[src/rtl/operand_keypad_pkg.sv]
// Shared types and button-mask constants for the operand keypad.
// Masks are written leftmost-bit-first to match swb[1:6].
package keypad_pkg;

    typedef enum logic [1:0] {
        IDLE,
        COLLECT,
        APPLY,
        DRAIN
    } kp_state_t;

    localparam int OP_W = 3;
    localparam int NBTN = 6;

    localparam logic [1:NBTN] BTN_A   = 6'b100000;
    localparam logic [1:NBTN] BTN_B   = 6'b010000;
    localparam logic [1:NBTN] BTN_OP  = 6'b001000;
    localparam logic [1:NBTN] SHOW_A  = 6'b000100;
    localparam logic [1:NBTN] SHOW_B  = 6'b000010;
    localparam logic [1:NBTN] SHOW_F  = 6'b000001;
    localparam logic [1:NBTN] SHOW_SW = 6'b000110;

    function automatic logic is_chord(input logic [1:NBTN] m);
        return m inside {BTN_A, BTN_B, BTN_OP,
                         SHOW_A, SHOW_B, SHOW_F, SHOW_SW};
    endfunction

endpackage

[src/rtl/operand_keypad_if.sv]
// Switch/button inputs and decoded register outputs of the keypad.
// slave = keypad controller, master = board / test driver.
interface operand_keypad_if;
    import keypad_pkg::*;

    logic [1:32]     sw;
    logic [1:NBTN]   swb;
    logic [31:0]     a_reg;
    logic [31:0]     b_reg;
    logic [OP_W-1:0] alu_op;
    logic [1:NBTN]   show_mode;
    logic [1:NBTN]   load_pulse;
    logic            busy;

    modport master (
        output sw, swb,
        input  a_reg, b_reg, alu_op, show_mode, load_pulse, busy
    );

    modport slave (
        input  sw, swb,
        output a_reg, b_reg, alu_op, show_mode, load_pulse, busy
    );

endinterface

[src/rtl/key_debounce.sv]
// One pushbutton: 2-FF synchronizer followed by a stability counter.
// level flips only after DEBOUNCE_CYCLES consecutive differing cycles.
module key_debounce #(
    parameter int DEBOUNCE_CYCLES = 1_000_000
) (
    input  logic clk,
    input  logic rst,
    input  logic raw,
    output logic level
);

    localparam int CW = $clog2(DEBOUNCE_CYCLES + 1);

    logic          s1;
    logic          s2;
    logic [CW-1:0] cnt;

    always_ff @(posedge clk) begin
        if (rst) begin
            s1    <= 1'b0;
            s2    <= 1'b0;
            cnt   <= '0;
            level <= 1'b0;
        end else begin
            s1 <= raw;
            s2 <= s1;
            if (s2 == level) begin
                cnt <= '0;
            end else if (cnt == CW'(DEBOUNCE_CYCLES - 1)) begin
                level <= s2;
                cnt   <= '0;
            end else begin
                cnt <= cnt + CW'(1);
            end
        end
    end

endmodule

[src/rtl/operand_keypad.sv]
// Debounced, chord-aware loader for ALU operands, opcode and display mode.
// Optional hold timeout: define KEY_TIMEOUT_EN.
module operand_keypad
    import keypad_pkg::*;
#(
    parameter int DEBOUNCE_CYCLES = 1_000_000,
    parameter int HOLD_LIMIT      = 300_000_000
) (
    input logic              clk,
    input logic              rst,
    operand_keypad_if.slave  bus
);

    logic [1:NBTN]   acc;
    kp_state_t       state;
    logic [1:32]     snap;
    logic [1:NBTN]   mask;
    logic [31:0]     a_q;
    logic [31:0]     b_q;
    logic [OP_W-1:0] op_q;
    logic [1:NBTN]   show_q;
    logic [1:NBTN]   pulse_q;
    logic            busy_q;

`ifdef KEY_TIMEOUT_EN
    localparam int HW = $clog2(HOLD_LIMIT + 1);
    logic [HW-1:0] hold_cnt;
`endif

    for (genvar i = 1; i <= NBTN; i++) begin : g_btn
        key_debounce #(
            .DEBOUNCE_CYCLES(DEBOUNCE_CYCLES)
        ) u_db (
            .clk  (clk),
            .rst  (rst),
            .raw  (bus.swb[i]),
            .level(acc[i])
        );
    end

    always_ff @(posedge clk) begin
        if (rst) begin
            state   <= IDLE;
            snap    <= '0;
            mask    <= '0;
            a_q     <= '0;
            b_q     <= '0;
            op_q    <= '0;
            show_q  <= '0;
            pulse_q <= '0;
            busy_q  <= 1'b0;
`ifdef KEY_TIMEOUT_EN
            hold_cnt <= '0;
`endif
        end else begin
            pulse_q <= '0;
            unique case (state)
                IDLE: begin
`ifdef KEY_TIMEOUT_EN
                    hold_cnt <= '0;
`endif
                    if (|acc) begin
                        snap   <= bus.sw;
                        mask   <= acc;
                        state  <= COLLECT;
                        busy_q <= 1'b1;
                    end
                end
                COLLECT: begin
                    mask <= mask | acc;
`ifdef KEY_TIMEOUT_EN
                    hold_cnt <= hold_cnt + HW'(1);
                    if (acc == '0) begin
                        state <= APPLY;
                    end else if (hold_cnt == HW'(HOLD_LIMIT - 1)) begin
                        mask  <= '0;
                        state <= DRAIN;
                    end
`else
                    if (acc == '0) begin
                        state <= APPLY;
                    end
`endif
                end
                APPLY: begin
                    state   <= IDLE;
                    busy_q  <= 1'b0;
                    pulse_q <= is_chord(mask) ? mask : '0;
                    unique case (1'b1)
                        (mask == BTN_A): begin
                            a_q    <= snap;
                            show_q <= BTN_A;
                        end
                        (mask == BTN_B): begin
                            b_q    <= snap;
                            show_q <= BTN_B;
                        end
                        (mask == BTN_OP): begin
                            op_q   <= snap[2:4];
                            show_q <= BTN_OP;
                        end
                        (mask == SHOW_A),
                        (mask == SHOW_B),
                        (mask == SHOW_F): show_q <= mask;
                        (mask == SHOW_SW): show_q <= '0;
                        default: ;
                    endcase
                end
                DRAIN: begin
                    // Aborted chord: nothing is applied, just wait out the release.
                    if (acc == '0) begin
                        state  <= IDLE;
                        busy_q <= 1'b0;
                    end
                end
                default: state <= IDLE;
            endcase
        end
    end

    assign bus.a_reg      = a_q;
    assign bus.b_reg      = b_q;
    assign bus.alu_op     = op_q;
    assign bus.show_mode  = show_q;
    assign bus.load_pulse = pulse_q;
    assign bus.busy       = busy_q;

endmodule

[src/flat_wrapper.sv]
// flat-port wrapper written by rule: the top's interface ports become plain ports
module operand_keypad_flat import keypad_pkg::*;
#(
    parameter int DEBOUNCE_CYCLES = 1_000_000,
    parameter int HOLD_LIMIT      = 300_000_000
)
  (clk, rst, bus_sw, bus_swb, bus_a_reg, bus_b_reg, bus_alu_op, bus_show_mode, bus_load_pulse, bus_busy);
  operand_keypad_if bus_i ();
  input logic clk;
  input logic rst;
  input wire logic [$bits(bus_i.sw)-1:0] bus_sw;
  input wire logic [$bits(bus_i.swb)-1:0] bus_swb;
  output wire logic [$bits(bus_i.a_reg)-1:0] bus_a_reg;
  output wire logic [$bits(bus_i.b_reg)-1:0] bus_b_reg;
  output wire logic [$bits(bus_i.alu_op)-1:0] bus_alu_op;
  output wire logic [$bits(bus_i.show_mode)-1:0] bus_show_mode;
  output wire logic [$bits(bus_i.load_pulse)-1:0] bus_load_pulse;
  output wire logic [$bits(bus_i.busy)-1:0] bus_busy;
  assign bus_i.sw = bus_sw;
  assign bus_i.swb = bus_swb;
  assign bus_a_reg = bus_i.a_reg;
  assign bus_b_reg = bus_i.b_reg;
  assign bus_alu_op = bus_i.alu_op;
  assign bus_show_mode = bus_i.show_mode;
  assign bus_load_pulse = bus_i.load_pulse;
  assign bus_busy = bus_i.busy;
  operand_keypad #(.DEBOUNCE_CYCLES(DEBOUNCE_CYCLES), .HOLD_LIMIT(HOLD_LIMIT)) u_core (.clk(clk), .rst(rst), .bus(bus_i));
endmodule
[config.mk]
export PLATFORM = sky130hd
export DESIGN_NAME = operand_keypad_flat
export DESIGN_NICKNAME = d
export VERILOG_FILES = /design/src/rtl/operand_keypad_pkg.sv /design/src/rtl/operand_keypad_if.sv /design/src/rtl/key_debounce.sv /design/src/rtl/operand_keypad.sv /design/src/flat_wrapper.sv
export SDC_FILE = /design/constraint.sdc
export NUM_CORES = 1
export LEC_CHECK = 0
export BUFFER_PORTS_ARGS = -buffer_cell sky130_fd_sc_hd__buf_2
export CAP_MARGIN = 20
export CORE_MARGIN = 2
export CORE_UTILIZATION = 62
export CTS_CLUSTER_SIZE = 28
export DETAILED_ROUTE_END_ITERATION = 8
export PLACE_DENSITY = 0.84
export SYNTH_ARGS = -nofsm -noshare
export SYNTH_HDL_FRONTEND = slang
export SYNTH_SLANG_ARGS = --single-unit
[constraint.sdc]
create_clock -name clk -period 3.2 [get_ports clk]
set_input_delay 0.48 -clock clk [delete_from_list [all_inputs] [get_ports clk]]
set_output_delay 0.48 -clock clk [all_outputs]
set_load 0.02 [all_outputs]
==> flow_summary.json <==
{
  "status": "finished, final reports clean",
  "drive_gt1_frac": 0.162,
  "grt_pass1_wl_um": 35600,
  "netlist_area_um2": 10100,
  "cts_resized": 0,
  "cts.root.buffer_cell": "clkbuf_16",
  "largest_reg_flops": 120,
  "htreeDepth": 1,
  "fin_crit_ps": 2280,
  "die_w_um": 132,
  "core-area_um2": 15900,
  "syn_avg_cell_area_um2": 8.62,
  "critPathLaunchType": "flop",
  "yosysTopAreaCellShare": 0.512,
  "worst-endpoint-arrival_ps": 2660,
  "rsz0062_at_grt": "false",
  "relSlewSlack": 0.435,
  "ys_warn_count": 0,
  "critPathCaptureType": "flop",
  "drcViolationCount": 0,
  "crit_type": "flop to flop",
  "num_vias": 8073,
  "place_congestion": 0.824,
  "io_pins": 120,
  "syn_nets": 1217,
  "pre_cts_slack_ps": 953,
  "power.internal_mw": 4.94,
  "power_frac_clock": 0.472,
  "fin_skew_ps": 18.7,
  "synth_common_cells": "dfxtp_1 (258), nand2_1 (222), nor2_1 (163), a21oi_1 (95), xor2_1 (68)",
  "powerDensity_nw_per_um2": 538,
  "nets": 1323,
  "die_area_um2": 17300,
  "seq_area_frac_synth": 0.512,
  "antennaDiodeCount": 0,
  "detail-route-antenna-nets": 0,
  "synth_top_area_cell": "dfxtp_1",
  "combPwrFrac": 0.013,
  "ys_types": 46,
  "yosys_most_used_dff": "dfxtp_1",
  "finalSetupViolations": 0,
  "synthCells": 1171,
  "p_sw_mw": 1.31,
  "ys_top_cells_by_area": "dfxtp_1 (51%), nand2_1 (8.3%), nor2_1 (6.1%), xor2_1 (5.9%), a21oi_1 (4.7%)",
  "synth.most_common_cell": "dfxtp_1",
  "post-cts-setup-buffers": 0,
  "min_period_over_period": 0.714,
  "maxCapViolations": 0,
  "tritoncts": "built",
  "syn2layout_area_growth_pct": 15.1,
  "routed_wl_um": 21600,
  "synth-seq-cells": 258,
  "max_freq_ghz": 0.438,
  "fin_ws_ps": 916,
  "post_drt_wl_per_cell_um": 14.3,
  "top_register": "u_core.g_btn.u_db.cnt",
  "port_buffers": 119,
  "fin_tns_setup_ps": 0,
  "cts_made_buffers": 26,
  "die_h_um": 132,
  "synthArstFlopShare": 0,
  "cts_max_path_buffers": 3,
  "hold_viol": 0,
  "initial_core_util": 0.635,
  "seq_power_share": 0.516,
  "cts_hold_buffers": 0,
  "vias_per_cell": 5.34,
  "overflow": 0,
  "required_ps": 3570,
  "synth_edf_count": 0,
  "fill_cells": 1184,
  "ir_worst_vdd_v": 0.000438,
  "gr-usage-all-layers": 0.241,
  "finalNonFillerCells": 1513,
  "first_global_vias": 7624,
  "holdCritPathClass": "primary input to flop",
  "core.rowCount": 46,
  "clock-sinks": 258,
  "cp_max_fo": 20,
  "p_leak_nw": 4.17,
  "antenna_found_initial": 0,
  "worstMarginPinSlew_ps": 839,
  "cts.clk_slew.worst_paths_ps": 60,
  "slew_violations": 0,
  "clk_latency_ps": 530,
  "dp_hpwl_um": 14100,
  "placedCellCount": 1465,
  "total_power_mw": 6.26,
  "first_pass_iters": 5,
  "drt_iter0_drc": 474,
  "switching_share": 0.210,
  "grt_start_max_net_pins": 60
}
==> layout by cell type (no fill, tap or decap), types with 2 or more instances in the layout <==
master and n:
xor2_1 68, a21oi_2 14, nand4b_1 2, nor4_2 3, nor4_1 10, and4_1 8, or2_2 3, clkinvlp_4 2
mux2i_1 9, nand2_1 222, clkinv_4 2, clkinv_2 9, clkbuf_1 5, nand2b_1 2, o21a_1 2, nor3_1 18
ha_1 6, inv_1 16, o21ai_0 3, nor2b_1 24, and2_1 10, and3_1 16, buf_2 118, buf_4 10
nor2_1 163, nand2_2 14, bufinv_16 2, dfxtp_1 258, or3_1 6, clkbuf_16 26, a21oi_1 95, xnor2_1 47
o2111ai_1 2, nor4b_1 7, nand3_1 53, nand4_1 27
==> layer usage <==
metal / wire length (µm) / part of all wire / track usage
met2: 10200 / 0.47 / 0.409
met5: 0 / 0 / 0
met1: 9360 / 0.43 / 0.304
met4: 491 / 0.023 / 0.0664
met3: 1510 / 0.070 / 0.0656
==> final timing paths <==
path                               start                           end  slack [ps]  depth (start not counted)
max          u_core.g_btn[2].u_db.cnt[0]  u_core.g_btn[2].u_db.cnt[19]         920                          6
min                           bus_swb[0]       u_core.g_btn[6].u_db.s1         160                          2
max reg2reg  u_core.g_btn[2].u_db.cnt[0]  u_core.g_btn[2].u_db.cnt[19]         920                          6
min reg2reg  u_core.g_btn[6].u_db.cnt[0]   u_core.g_btn[6].u_db.cnt[0]         450                          1
==> layout make-up <==
class                   instances  area (µm²)  area share
clock inverters                16         154      0.0132
flip-flops and latches        258        5160       0.445
repair buffers                128         666      0.0573
multi-input cells             847        4620       0.398
clock buffers                  32         683      0.0588
inverters                      16        60.1     0.00517
well taps                     216         270      0.0233
==> cell families after synthesis <==
group | after synthesis | synth area share
adder cells (fa/ha/maj) | 6 | 0.00744
AND/OR/NAND/NOR | 597 | 0.274
AO/OA/AOI/OAI | 120 | 0.0667
flip-flops | 258 | 0.512
buffers and inverters | 66 | 0.0309
XOR/XNOR | 115 | 0.0998
multiplexers | 9 | 0.00893
==> critical path, cell delays in order, from the launching register on <==
cell and delay (ps):
dfxtp_1 370, ha_1 230, and4_1 270, nand2_1 90, nor4_1 430, or3_1 610
nor2_1 140
==> power groups by stage <==
stage | Clock (mW) | Sequential [mW] | Combinational, mW
floorplan | 0 | 3.30 | 0.0465
global placement | 0 | 3.30 | 0.0783
detailed placement | 0 | 3.30 | 0.0789
CTS | 2.99 | 3.23 | 0.0795
global route | 3.12 | 3.22 | 0.0875
finish | 2.95 | 3.23 | 0.0794
==> metrics by stage <==
step	hold WS, ps	utilization	area, µm²
2_1_floorplan	413	-	10100
3_3_place_gp	415	0.679	10800
3_5_place_dp	436	0.679	10800
4_1_cts	153	0.731	11600
5_1_grt	174	0.731	11600
6_report	162	0.731	11600
Note: power is estimated with default switching activity, not from simulation.
